$ cat src/rtl/frame_buffer_reader.sv
// Frame buffer read-back: fetches one ROWS x COLS frame from SRAM a row at a time
// and serialises each row into a valid/ready pixel stream tagged with x/y.
module frame_buffer_reader #(
    parameter int ROWS      = 64,
    parameter int COLS      = 64,
    parameter int WORD_BITS = 24,
    parameter int ADDR_BITS = 24,
    parameter int BASE_ADDR = 0
) (
    input  logic                      clk,
    input  logic                      rst,
    input  logic                      start,
    input  logic                      layer_num,
    output logic                      read_enable,
    output logic                      write_enable,
    output logic [ADDR_BITS-1:0]      address,
    input  logic [COLS*WORD_BITS-1:0] read_data,
    output logic [WORD_BITS-1:0]      pixel_data,
    output logic [7:0]                pixel_x,
    output logic [7:0]                pixel_y,
    output logic                      pixel_last,
    output logic                      pixel_valid,
    input  logic                      pixel_ready,
    output logic                      busy,
    output logic                      frame_done
);

    typedef enum logic [1:0] {
        IDLE,
        READ,
        STREAM,
        DONE
    } state_e;

    localparam logic [7:0] LAST_ROW = 8'(ROWS - 1);
    localparam logic [7:0] LAST_COL = 8'(COLS - 1);

    state_e                   state_q;
    logic [7:0]               row_q;
    logic [7:0]               col_q;
    logic                     layer_q;
    logic [ADDR_BITS-1:0]     addr_q;
    logic [COLS*WORD_BITS-1:0] row_buf_q;
    logic                     rd_en_q;
    logic                     valid_q;
    logic                     done_q;
    logic [7:0]               row_d;
    logic [ADDR_BITS-1:0]     next_addr_d;

    // Address arithmetic is done at ADDR_BITS width so it wraps silently.
    function automatic logic [ADDR_BITS-1:0] row_addr(input logic layer, input logic [7:0] row);
        return ADDR_BITS'(BASE_ADDR)
             + ADDR_BITS'(layer) * ADDR_BITS'(ROWS * COLS)
             + ADDR_BITS'(row) * ADDR_BITS'(COLS);
    endfunction

    always_comb begin
        row_d       = row_q + 8'd1;
        next_addr_d = row_addr(layer_q, row_d);
    end

    always_ff @(posedge clk or posedge rst) begin
        if (rst) begin
            state_q   <= IDLE;
            row_q     <= '0;
            col_q     <= '0;
            layer_q   <= 1'b0;
            addr_q    <= '0;
            // NOTE: the row buffer is reset so pixel_data reads 0 out of reset; it is a register bank, not an SRAM macro.
            row_buf_q <= '0;
            rd_en_q   <= 1'b0;
            valid_q   <= 1'b0;
            done_q    <= 1'b0;
        end else begin
            // NOTE: non-blocking defaults here make read_enable and frame_done single-cycle strobes.
            rd_en_q <= 1'b0;
            done_q  <= 1'b0;
            unique case (state_q)
                IDLE: begin
                    if (start) begin
                        layer_q <= layer_num;
                        row_q   <= '0;
                        col_q   <= '0;
                        addr_q  <= row_addr(layer_num, 8'd0);
                        rd_en_q <= 1'b1;
                        state_q <= READ;
                    end
                end
                READ: begin
                    row_buf_q <= read_data;
                    valid_q   <= 1'b1;
                    state_q   <= STREAM;
                end
                STREAM: begin
                    if (pixel_ready) begin
                        if (col_q == LAST_COL) begin
                            col_q   <= '0;
                            valid_q <= 1'b0;
                            if (row_q != LAST_ROW) begin
                                row_q   <= row_d;
                                addr_q  <= next_addr_d;
                                rd_en_q <= 1'b1;
                                state_q <= READ;
                            end else begin
                                done_q  <= 1'b1;
                                state_q <= DONE;
                            end
                        end else begin
                            col_q <= col_q + 8'd1;
                        end
                    end
                end
                DONE: begin
                    state_q <= IDLE;
                end
                default: state_q <= IDLE;
            endcase
        end
    end

    assign read_enable  = rd_en_q;
    assign write_enable = 1'b0;
    assign address      = addr_q;
    assign pixel_data   = row_buf_q[col_q*WORD_BITS +: WORD_BITS];
    assign pixel_x      = col_q;
    assign pixel_y      = row_q;
    assign pixel_valid  = valid_q;
    assign pixel_last   = valid_q && (row_q == LAST_ROW) && (col_q == LAST_COL);
    assign busy         = (state_q != IDLE);
    assign frame_done   = done_q;

endmodule
$ cat config.mk
export PLATFORM = sky130hd
export DESIGN_NAME = frame_buffer_reader
export DESIGN_NICKNAME = d
export VERILOG_FILES = /design/src/rtl/frame_buffer_reader.sv
export SDC_FILE = /design/constraint.sdc
export NUM_CORES = 2
export LEC_CHECK = 0
export CAP_MARGIN = 20
export CORE_AREA = 2 2 632 634
export DETAILED_ROUTE_END_ITERATION = 8
export DIE_AREA = 0 0 634 636
export GPL_ROUTABILITY_DRIVEN = 0
export MAX_ROUTING_LAYER = met4
export PLACE_DENSITY = 0.39
export SLEW_MARGIN = 20
export SYNTH_ARGS = -nofsm -noshare
export SYNTH_HDL_FRONTEND = slang
export SYNTH_SLANG_ARGS = --single-unit
$ cat constraint.sdc
create_clock -name clk -period 82.5 [get_ports clk]
set_clock_uncertainty 0.15 [all_clocks]
set_input_delay 16.5 -clock clk [delete_from_list [all_inputs] [get_ports clk]]
set_output_delay 16.5 -clock clk [all_outputs]
set_load 0.05 [all_outputs]
# Word level (Yosys, flattened, before mapping)
# Cells that the tools add are included.
word_totals:
  register_bits: 1582
  in_bits: 1541
  output_inout_bits: 70
  wordCells: 65
classes:
  n_addsub: 3
  n_mul: 1
  n_eq_ne: 10
  n_shift: 1
  muxes: 30
  reduce_logical: 11
op_table:
  columns: ["op", "count"]
  rows:
  - ["$shiftx 1536x14->24", 1]
  - ["$mux 24", 4]
  - ["$mux 8", 6]
  - ["$pmux 24 s2", 1]
  - ["$pmux 8 s2", 2]
  - ["$add 8x1->8 const B", 2]
  - ["$eq 8x6->1 const B", 2]
  - ["$add 13x14->15", 1]
  - ["$mul 8x2->10 const B", 1]
  - ["$mux 1", 10]
  - ["$reduce_and 3->1", 3]
  - ["$mux 2", 4]
  - ["$ne 2x2->1 const B", 4]
  - ["$ne 8x6->1 const B", 1]
  - ["$pmux 2 s4", 1]
  - ["$reduce_bool 2->1", 3]
  - ["$reduce_and 5->1", 1]
  - ["$eq 2x2->1 const B", 2]
  - ["$pmux 1 s2", 2]
  - ["$eq 2x1->1 const B", 1]
  - ["$logic_and 1x1->1", 2]
  - ["$logic_not 2->1", 1]
  - ["$reduce_and 2->1", 1]

# Depth between registers and ports, before layout
logic_depth:
  depth_word: 6
  mapped_depth: 9
  depth_no_buf: 8

# Worst setup path before layout
# No wires, ideal clock.
synth_timing:
  path_kind: "register to output"
  from: "register col_q[1], in the netlist pixel_x[1]"
  to: "output port pixel_data[16]"
  t_arrival_ns: 2.476
  t_required_ns: 65.850
  path_slack_ns: 63.374
  stages_incl_launch_ff: 9
  path_buffers: 3
  cell_sequence: "dfrtp_1 buf_6 buf_2 buf_2 mux2i_1 nor3_1 a2111oi_0 o21ai_1 a32o_1"
synth_via:
  elab_chain_len: 2
synth_lines:
  columns: ["element", "line_no", "text"]
  rows:
  - ["start, declared", "40", "logic [7:0] col_q;"]
  - ["start signal, assigned", "109", "col_q <= col_q + 8'd1;"]
  - ["$mul 8x2->10", "124", "assign pixel_data = row_buf_q[col_q*WORD_BITS +: WORD_BITS];"]
  - ["$shiftx 1536x14->24", "124", null]
  - ["end, declared", "18", "output logic [WORD_BITS-1:0] pixel_data,"]
# No other way between the ends.

# Worst setup path in the final report
layout_timing:
  from: "register col_q[0], in the netlist pixel_x[0]"
  to: "output port pixel_data[3]"
# The elaborated chain is that of the path after synthesis.

==> impl_metrics.env <==
export IMPL_max_vdd_ir_drop_mv=0.01987
export IMPL_async_reset_ff_share_pct=100.0
export IMPL_clkTransAtPathRegs_ps=60
export IMPL_cap_violations=0
export IMPL_synth_ff_latch_count=1561
export IMPL_layout_nets=10560
export IMPL_crit_path_max_fanout=71
export IMPL_synthToLayoutAreaGrowth_pct=39.90
export IMPL_insertion_delay_ps=880
export IMPL_hold_buffers=0
export IMPL_vias=61460
export IMPL_setup_violations=0
export IMPL_cts_buffers=194
export IMPL_min_path_type="reg2reg"
export IMPL_post_dp_hpwl_um=327200
export IMPL_cp_start_kind="flip-flop"
export IMPL_postSynthCellCount=7605
export IMPL_synth_cell_types=53
export IMPL_antenna_found_initial=122
export IMPL_maxSlewViolCount=0
export IMPL_ant_nets=0
export IMPL_powerDensity_nw_per_um2=38.79
export IMPL_rows=232
export IMPL_yosys_warnings=0
export IMPL_tritoncts="built"
export IMPL_htree_num_levels=4
export IMPL_start_util_pct=17.80
export IMPL_finalHoldViolCount=0
export IMPL_criticalPathCategory="reg2out"
export IMPL_numClockSinks=1561
export IMPL_arrival_ps=7780
export IMPL_drive_gt1_share_pct=8.772
export IMPL_fin_hold_ws_ps=317.5
export IMPL_finalCriticalPeriod_ps=24430
export IMPL_netlist_area_um2=70690
export IMPL_instances_no_fill=14490
export IMPL_drtPass1Iterations=6
export IMPL_slew_headroom_pct=21.01
export IMPL_cp_required_ps=65850
export IMPL_port_buffers=1594
export IMPL_tightestPinTransition_ps=1185
export IMPL_synth_seq_area_share_pct=55.26
export IMPL_status="completed"
export IMPL_synth_edff_count=0
export IMPL_track_usage_pct=20.46
export IMPL_drtIter0Drc=5022
export IMPL_cts_buffer_depth=4
export IMPL_postRouteWirelength_um=412900
export IMPL_io_pins=1611
export IMPL_finalSetupTns_ps=0
export IMPL_netlist_area_leader_share_pct=55.26
export IMPL_die_w_um=634
export IMPL_cp_end_kind="output pin"
export IMPL_synth_flop_cell="dfrtp_1"
export IMPL_synth_area_top_cells="dfrtp_1 55%, nand2_1 25%, mux4_2 11%, mux2i_1 2.4%, clkbuf_1 2.0%"
export IMPL_grt_first_pass_wirelength_um=552600
export IMPL_cts_resized=0
export IMPL_syn_area_per_cell_um2=9.295
export IMPL_grt_pass1_vias=64410
export IMPL_rsz0062_at_grt="no"
export IMPL_core_area_um2=397100
export IMPL_fmax_mhz=40.94
export IMPL_p_leak_nw=45.69
export IMPL_drc=0
export IMPL_root_buffer="clkbuf_16"
export IMPL_overflow=0
export IMPL_grt_start_max_net_pins=214
export IMPL_avgViaCountPerCell=4.242
export IMPL_synth_largest_area_cell="dfrtp_1"
export IMPL_place_inst=14080
export IMPL_post_cts_buffers=0
export IMPL_timing_final_crit_share_pct=29.61
export IMPL_die_area_um2=403200
export IMPL_die_h_um=636
export IMPL_detail_route_wl_per_cell_um=28.50
-- cells in the mapped netlist, drive strengths merged (2+ instances only) --
master	number
a211oi	39
nand3	16
o22ai	40
nor2b	4
and3	3
a22o	2
a22oi	19
nand2b	5
a32o	23
nor3	17
a221oi	22
ha	4
nand3b	3
dfrtp	1561
nor2	27
xnor2	7
nor4	2
a2111oi	8
o221ai	23
xor2	5
clkbuf	382
inv	2
a211o	3
nand4	3
a21oi	22
and2	6
buf	130
mux4	338
mux2i	172
o21ai	53
nor3b	2
or2	3
nand2	4648
-- worst max-delay path, cell delays in order, from the launching register on --
cell,delay (ps)
dfrtp_4,800
buf_4,630
buf_4,780
buf_4,750
buf_12,560
mux4_2,600
a2111oi_1,870
o21ai_2,430
a32o_1,370
clkdlybuf4s50_1,840
-- power breakdown --
group	total (W)	switching [W]	internal [W]
Clock	0.000878	0.000363	0.000514
Sequential	0.00140	0.000259	0.00114
Combinational	0.00156	0.000985	0.000576
-- worst paths after layout --
kind / start / endpoint / slack [ps] / cells after the start
min in group asynchronous: rst / row_buf_q[947] / 15840 / 2
max reg2reg: state_q[1] / row_buf_q[1504] / 75670 / 9
max in group asynchronous: rst / row_buf_q[1420] / 60770 / 9
min: row_buf_q[67] / row_buf_q[67] / 320 / 2
min reg2reg: row_buf_q[67] / row_buf_q[67] / 320 / 2
max: pixel_x[0] / pixel_data[3] / 58070 / 9
-- stage by stage --
| stage | instance area [um^2] | util, % | worst slack (ps) | power (W) |
|---|---|---|---|---|
| after floorplan | 70750 | - | 21810 | 0.002256 |
| after global placement | 92210 | 23.22 | 58040 | 0.002984 |
| after detailed placement | 92250 | 23.23 | 58650 | 0.003001 |
| after CTS | 98660 | 24.84 | 57630 | 0.003903 |
| after global routing | 98860 | 24.90 | 57580 | 0.004082 |
| final | 98900 | 24.90 | 58070 | 0.003836 |
-- per-layer routing --
metal	part of all wire [%]	wire length [um]	GRT usage (%)	vias up
met2	50	206600	34.65	2115
li1	-	-	-	27300
met4	3.4	14200	6.622	0
met3	5.6	23300	3.466	502
met1	41	168800	24.63	31550
met5	0	0	-	-
-- cell usage in the layout (no fill, tap or decap), types with 19 or more instances in the layout --
cell / count
a32o_1: 23
o22ai_1: 40
nand2_1: 4647
o21ai_1: 34
clkinv_2: 23
clkbuf_8: 49
a211oi_1: 22
mux2i_1: 171
clkbuf_1: 51
clkdlybuf4s50_1: 1594
dfrtp_1: 1556
buf_4: 101
o221ai_1: 22
a221oi_1: 22
a21oi_1: 22
a22oi_1: 19
clkbuf_16: 197
mux4_2: 338
nor2_1: 25
diode_2: 57
-- cells by family (layout without fill, tap and decap cells) --
group           count (synthesis)  in the layout  synth area share, %
compound gates                260            260                2.616
xor+xnor                       12             12               0.1487
fa+ha+maj                       4              4              0.07080
buf+inv                       515           2061                3.289
flops                        1561           1561                55.26
mux                           511            511                13.22
other cells                     1             73             0.005305
simple gates                 4741           4741                25.39
-- final cells by class --
cell class | instances | area (um^2)
timing repair buffer | 1714 | 17090
fill | 42890 | 298200
antenna | 57 | 142.6
clock inverter | 47 | 611.8
multi-input combinational | 5544 | 29570
clock buffer | 297 | 5796
sequential | 1561 | 39080
tap | 5265 | 6588
inverter | 3 | 18.77
-- registers in the layout (all words and copies together), names as in the netlist --
register and count:
pixel_x 8, row_buf_q 1536, layer_q 1, pixel_valid 1, frame_done 1, pixel_y 8, address 3, read_enable 1
state_q 2
No activity file was read; power rests on OpenSTA's default activity.
